### src/rtl/digital.sv
// Six-digit multiplexed 7-segment driver: scans one digit per SCAN_DIV clocks and drives active-low seg/sel.
// Define DIGITAL_HEX_EN to show codes 10..15 as A,b,C,d,E,F; otherwise those codes blank the segments.
module digital #(
    parameter int SCAN_DIV = 50000
) (
    input  logic       clk,
    input  logic       rstn,
    input  logic [3:0] data1,
    input  logic [3:0] data2,
    input  logic [3:0] data3,
    input  logic [3:0] data4,
    input  logic [3:0] data5,
    input  logic [3:0] data6,
    input  logic [5:0] dp,
    output logic [7:0] seg,
    output logic [5:0] sel
);

    localparam int              CW       = (SCAN_DIV > 2) ? $clog2(SCAN_DIV) : 1;
    localparam logic [CW-1:0]   CNT_LAST = CW'(SCAN_DIV - 1);
    localparam logic [2:0]      IDX_LAST = 3'd5;
    localparam logic [7:0]      SEG_OFF  = 8'hFF;
    localparam logic [5:0]      SEL_OFF  = 6'h3F;

    // Active-low g..a pattern for one nibble.
    function automatic logic [6:0] decode7(input logic [3:0] n);
        logic [6:0] s;
        s = 7'h7F;
        case (n)
            4'h0: s = 7'h40;
            4'h1: s = 7'h79;
            4'h2: s = 7'h24;
            4'h3: s = 7'h30;
            4'h4: s = 7'h19;
            4'h5: s = 7'h12;
            4'h6: s = 7'h02;
            4'h7: s = 7'h78;
            4'h8: s = 7'h00;
            4'h9: s = 7'h10;
`ifdef DIGITAL_HEX_EN
            4'hA: s = 7'h08;
            4'hB: s = 7'h03;
            4'hC: s = 7'h46;
            4'hD: s = 7'h21;
            4'hE: s = 7'h06;
            4'hF: s = 7'h0E;
`else
            default: s = 7'h7F;
`endif
        endcase
        return s;
    endfunction

    logic [CW-1:0] cnt_reg;
    logic [2:0]    idx_reg;
    logic [2:0]    idx_next;
    logic [7:0]    seg_reg;
    logic [7:0]    seg_next;
    logic [5:0]    sel_reg;
    logic [5:0]    sel_next;
    logic          tick;

    logic [23:0]   data_all;
    logic [3:0]    nibble [6];
    logic [7:0]    code   [6];

    assign data_all = {data6, data5, data4, data3, data2, data1};

    // Full seg byte for every digit, so the tick edge just picks one.
    genvar gi;
    generate
        for (gi = 0; gi < 6; gi++) begin : g_digit
            assign nibble[gi] = data_all[gi*4 +: 4];
            assign code[gi]   = {~dp[gi], decode7(nibble[gi])};
        end
    endgenerate

    always_comb begin
        tick     = 1'b0;
        idx_next = 3'd0;
        sel_next = SEL_OFF;
        seg_next = SEG_OFF;

        tick     = (cnt_reg == CNT_LAST);
        idx_next = (idx_reg == IDX_LAST) ? 3'd0 : idx_reg + 3'd1;
        sel_next = ~(6'b000001 << idx_next);
        seg_next = code[idx_next];
    end

    // Index resets to the last digit so the first tick lands on digit 1.
    always_ff @(posedge clk or posedge rstn) begin
        if (rstn) begin
            cnt_reg <= '0;
            idx_reg <= IDX_LAST;
            seg_reg <= SEG_OFF;
            sel_reg <= SEL_OFF;
        end else if (tick) begin
            cnt_reg <= '0;
            idx_reg <= idx_next;
            seg_reg <= seg_next;
            sel_reg <= sel_next;
        end else begin
            cnt_reg <= cnt_reg + 1'b1;
        end
    end

    assign seg = seg_reg;
    assign sel = sel_reg;

endmodule

### config.mk
export PLATFORM = sky130hd
export DESIGN_NAME = digital
export DESIGN_NICKNAME = d
export VERILOG_FILES = /design/src/rtl/digital.sv
export SDC_FILE = /design/constraint.sdc
export NUM_CORES = 1
export LEC_CHECK = 0
export ABC_AREA = 1
export CAP_MARGIN = 0
export CELL_PAD_IN_SITES_DETAIL_PLACEMENT = 0
export CELL_PAD_IN_SITES_GLOBAL_PLACEMENT = 1
export CORE_ASPECT_RATIO = 0.9
export CORE_UTILIZATION = 38
export CTS_CLUSTER_SIZE = 16
export DETAILED_ROUTE_END_ITERATION = 10
export MAX_ROUTING_LAYER = met4
export PLACE_DENSITY = 0.86
export SYNTH_ARGS = -nofsm -noshare
export SYNTH_HDL_FRONTEND = slang
export SYNTH_SLANG_ARGS = --single-unit
### constraint.sdc
create_clock -name clk -period 1.7 [get_ports clk]
set_input_delay 0.255 -clock clk [delete_from_list [all_inputs] [get_ports clk]]
set_output_delay 0.255 -clock clk [all_outputs]
set_load 0.005 [all_outputs]
==> flow_metrics.py, run 1 <==
metrics = {
    "detailed_routing": {
        "drt-wirelength-per-cell_um": 11.1,
        "final_antenna_net_count": 0,
        "routed_wl_um": 7230,
        "vias_per_cell": 4.59,
        "drc": 0,
        "dr.pass1.iters": 4,
        "drtIter0Drc": 164,
        "dr_total_vias": 2992,
    },
    "worst_setup_path": {
        "critPathRequiredTime_ns": 1.44,
        "cp-start-kind": "flop",
        "reg2regPathDepth": 10,
        "worstPathCellList": "clkdlybuf4s50_1",
        "reg2reg_from": "idx_reg[0]",
        "worstReg2RegEnd": "seg[5]",
        "crit_arrival_ns": 1.34,
        "cpPeakStageDelay_ns": 0.56,
        "crit_family": "flip-flops",
        "path_buf_inv": 1,
        "path_max_fanout": 2,
        "r2r_slack_ns": 0.12,
        "end_kind": "primary output",
        "slowest_stage": "dfstp_2",
        "critPathKind": "flop to primary output",
    },
    "placed_design": {
        "place_ws_ns": -0.172,
        "dp_hpwl_um": 5910,
        "post-place-cells": 644,
        "port-buffer-count": 45,
        "gp_congestion": 0.851,
    },
    "logic_synthesis": {
        "ys_types": 27,
        "syn_nets": 544,
        "synth_fa_ha_area_frac": 0.136,
        "syn_inst": 479,
        "synth_top_area_frac": 0.222,
        "ys_seq_area_frac": 0.279,
        "synth-xor-area-share": 0.0231,
        "yosys.area_share.simple": 0.387,
        "yosys_warnings": 0,
        "syn_area_per_cell_um2": 6.32,
        "synth_top_family_by_area": "simple AND/OR/NAND/NOR gates",
        "synthesis.area_mm2": 0.00303,
        "yosys-top-cells-area": "nand2_1, dfrtp_1, dfstp_2, ha_1, inv_1",
        "synthMuxAreaShare": 0,
        "synth_compound_area_frac": 0.0715,
        "yosysTopAreaCell": "nand2_1",
        "ys_seq_elements": 33,
    },
    "clock_tree": {
        "cts_hold_buf": 0,
        "htree_levels": 2,
        "root_buffer": "clkbuf_8",
        "cts_tree": "built",
        "clk_pin_slew_worst_paths_ns": 0.07,
        "cts_buffers": 5,
        "clk_path_buf_depth": 2,
        "clk_latency_ns": 0.28,
        "cts.sink_count": 33,
        "postCtsSetupBuffers": 0,
    },
    "sta": {
        "period_share": 0.939,
        "rsz0062_at_grt": "yes",
        "tightest_slew_ns": 0.424,
        "whs_ns": 0.354,
        "min_period_ns": 1.60,
        "fmax_mhz": 626,
        "hold_viol_final": 0,
        "clock_skew_ns": 0.00488,
        "slew_violations": 0,
        "final.setup.worst_slack_ns": 0.103,
        "setup_viol": 0,
        "slew_headroom": 0.718,
    },
    "grt": {
        "antenna_found_initial": 0,
        "grt_overflow": 0,
        "busiest_layer": "met2",
        "met2_usage": 0.296,
        "grtUsageMet3": 0.0211,
        "grt_pass1_vias": 2686,
        "grt_pass1_wl_um": 12200,
        "grt_util_met1": 0.273,
        "track_usage": 0.192,
        "grt_max_degree": 34,
    },
    "floorplanning": {
        "die_w_um": 96.1,
        "dieArea_mm2": 0.00833,
        "initial_core_util": 0.397,
        "num_io_pins": 46,
        "placementRows": 30,
        "fp.dieH_um": 86.7,
        "core_mm2": 0.00762,
    },
    "layout": {
        "final_common_cell": "nand2_1",
        "final_cells": 652,
        "final_nets": 620,
        "largest_reg_flops": 16,
        "drive_gt1_frac": 0.110,
        "utilization": 0.509,
        "diodes": 0,
        "area_growth_pct": 28.1,
        "layout.cells.most_common_list": "nand2_1, inv_1, nand3_1",
    },
    "worst_hold_path": {
        "min_path_type": "input pin to async pin",
    },
    "power": {
        "power_leakage_nw": 2.08,
        "power_mw": 1.73,
        "peakVddDrop_mv": 0.229,
        "powerDensity_mw_per_mm2": 447,
    },
    "run_status": {
        "status": "finished, final reports clean",
    },
    "flow_run": {
        "drv_cap": 0,
    },
}
layer usage:
layer	vias to the layer above	wire, µm
met5	-	0
met4	0	68
met3	8	199
met2	39	3200
met1	1310	3770
li1	1635	-
how the worst max path moves through the flow:
stage | startpoint | endpoint | slack [ns] | cells past startpoint
after global routing | idx_reg[0] | seg[5] | -0.002 | 10
after CTS | idx_reg[1] | seg[5] | 0.005 | 9
after detailed placement | data1[1] | seg[3] | -0.17 | 10
final | seg[2] | seg[2] | 0.10 | 1
after floorplan | cnt_reg[0] | sel[3] | 0.33 | 8
after global placement | data1[1] | seg[3] | -0.14 | 10
metrics by stage:
| step | instance area (µm²) | setup TNS (ns) |
|---|---|---|
| 6_report | 3880 | 0 |
| 3_5_place_dp | 3790 | -0.633 |
| 4_1_cts | 3870 | 0 |
| 5_1_grt | 3880 | -0.00195 |
| 2_1_floorplan | 3030 | 0 |
| 3_3_place_gp | 3790 | -0.405 |
cell usage after synthesis:
| master | instances |
|---|---|
| a21oi_1 | 7 |
| a21oi_4 | 1 |
| buf_2 | 1 |
| buf_4 | 1 |
| clkbuf_1 | 1 |
| clkbuf_2 | 1 |
| dfrtp_1 | 17 |
| dfstp_2 | 16 |
| ha_1 | 33 |
| inv_1 | 75 |
| inv_2 | 2 |
| nand2_1 | 179 |
| nand2_2 | 2 |
| nand2_4 | 1 |
| nand3_1 | 46 |
| nand4_1 | 7 |
| nor2_1 | 45 |
| nor2_2 | 1 |
| nor3_1 | 1 |
| nor3_4 | 1 |
| o21a_1 | 1 |
| o21ai_0 | 27 |
| o21ai_1 | 2 |
| o22ai_1 | 2 |
| or2_2 | 1 |
| xnor2_1 | 1 |
| xor2_1 | 7 |
repair_timing:
action	CTS	global route
endpoints found under the hold margin	0	0
setup endpoints to repair	0	10
resized for setup	0	6
power by group:
group	total [mW]	switching (mW)	leakage, nW	internal, mW
Combinational	0.385	0.204	1.65	0.182
Sequential	0.787	0	0.390	0.787
Clock	0.562	0.271	0.0395	0.291
Total	1.73	0.475	2.08	1.26
cell type report:
cell class / count / area [µm²]
tap: 96 / 120
inverter: 77 / 293
sequential: 33 / 846
fill: 799 / 3740
clock buffer: 8 / 80.1
multi-input combinational: 365 / 1880
timing repair buffer: 73 / 661
cells by family (layout without fill, tap and decap cells):
group	count (synthesis)	after routing
buffers and inverters	81	158
flip-flops	33	33
XOR/XNOR	8	8
AO/OA/AOI/OAI	40	40
adder cells (fa/ha/maj)	33	33
AND/OR/NAND/NOR	284	284
No activity file was read; power rests on OpenSTA's default activity.
==> run 2, diff against run 1 <==
- CAP_MARGIN: 0 -> unset
- CTS_CLUSTER_DIAMETER: unset -> 80
- HOLD_SLACK_MARGIN: unset -> 0.08
==> results of run 2 <==
No change in the layout: final DEF, timing and power equal those of run 1.
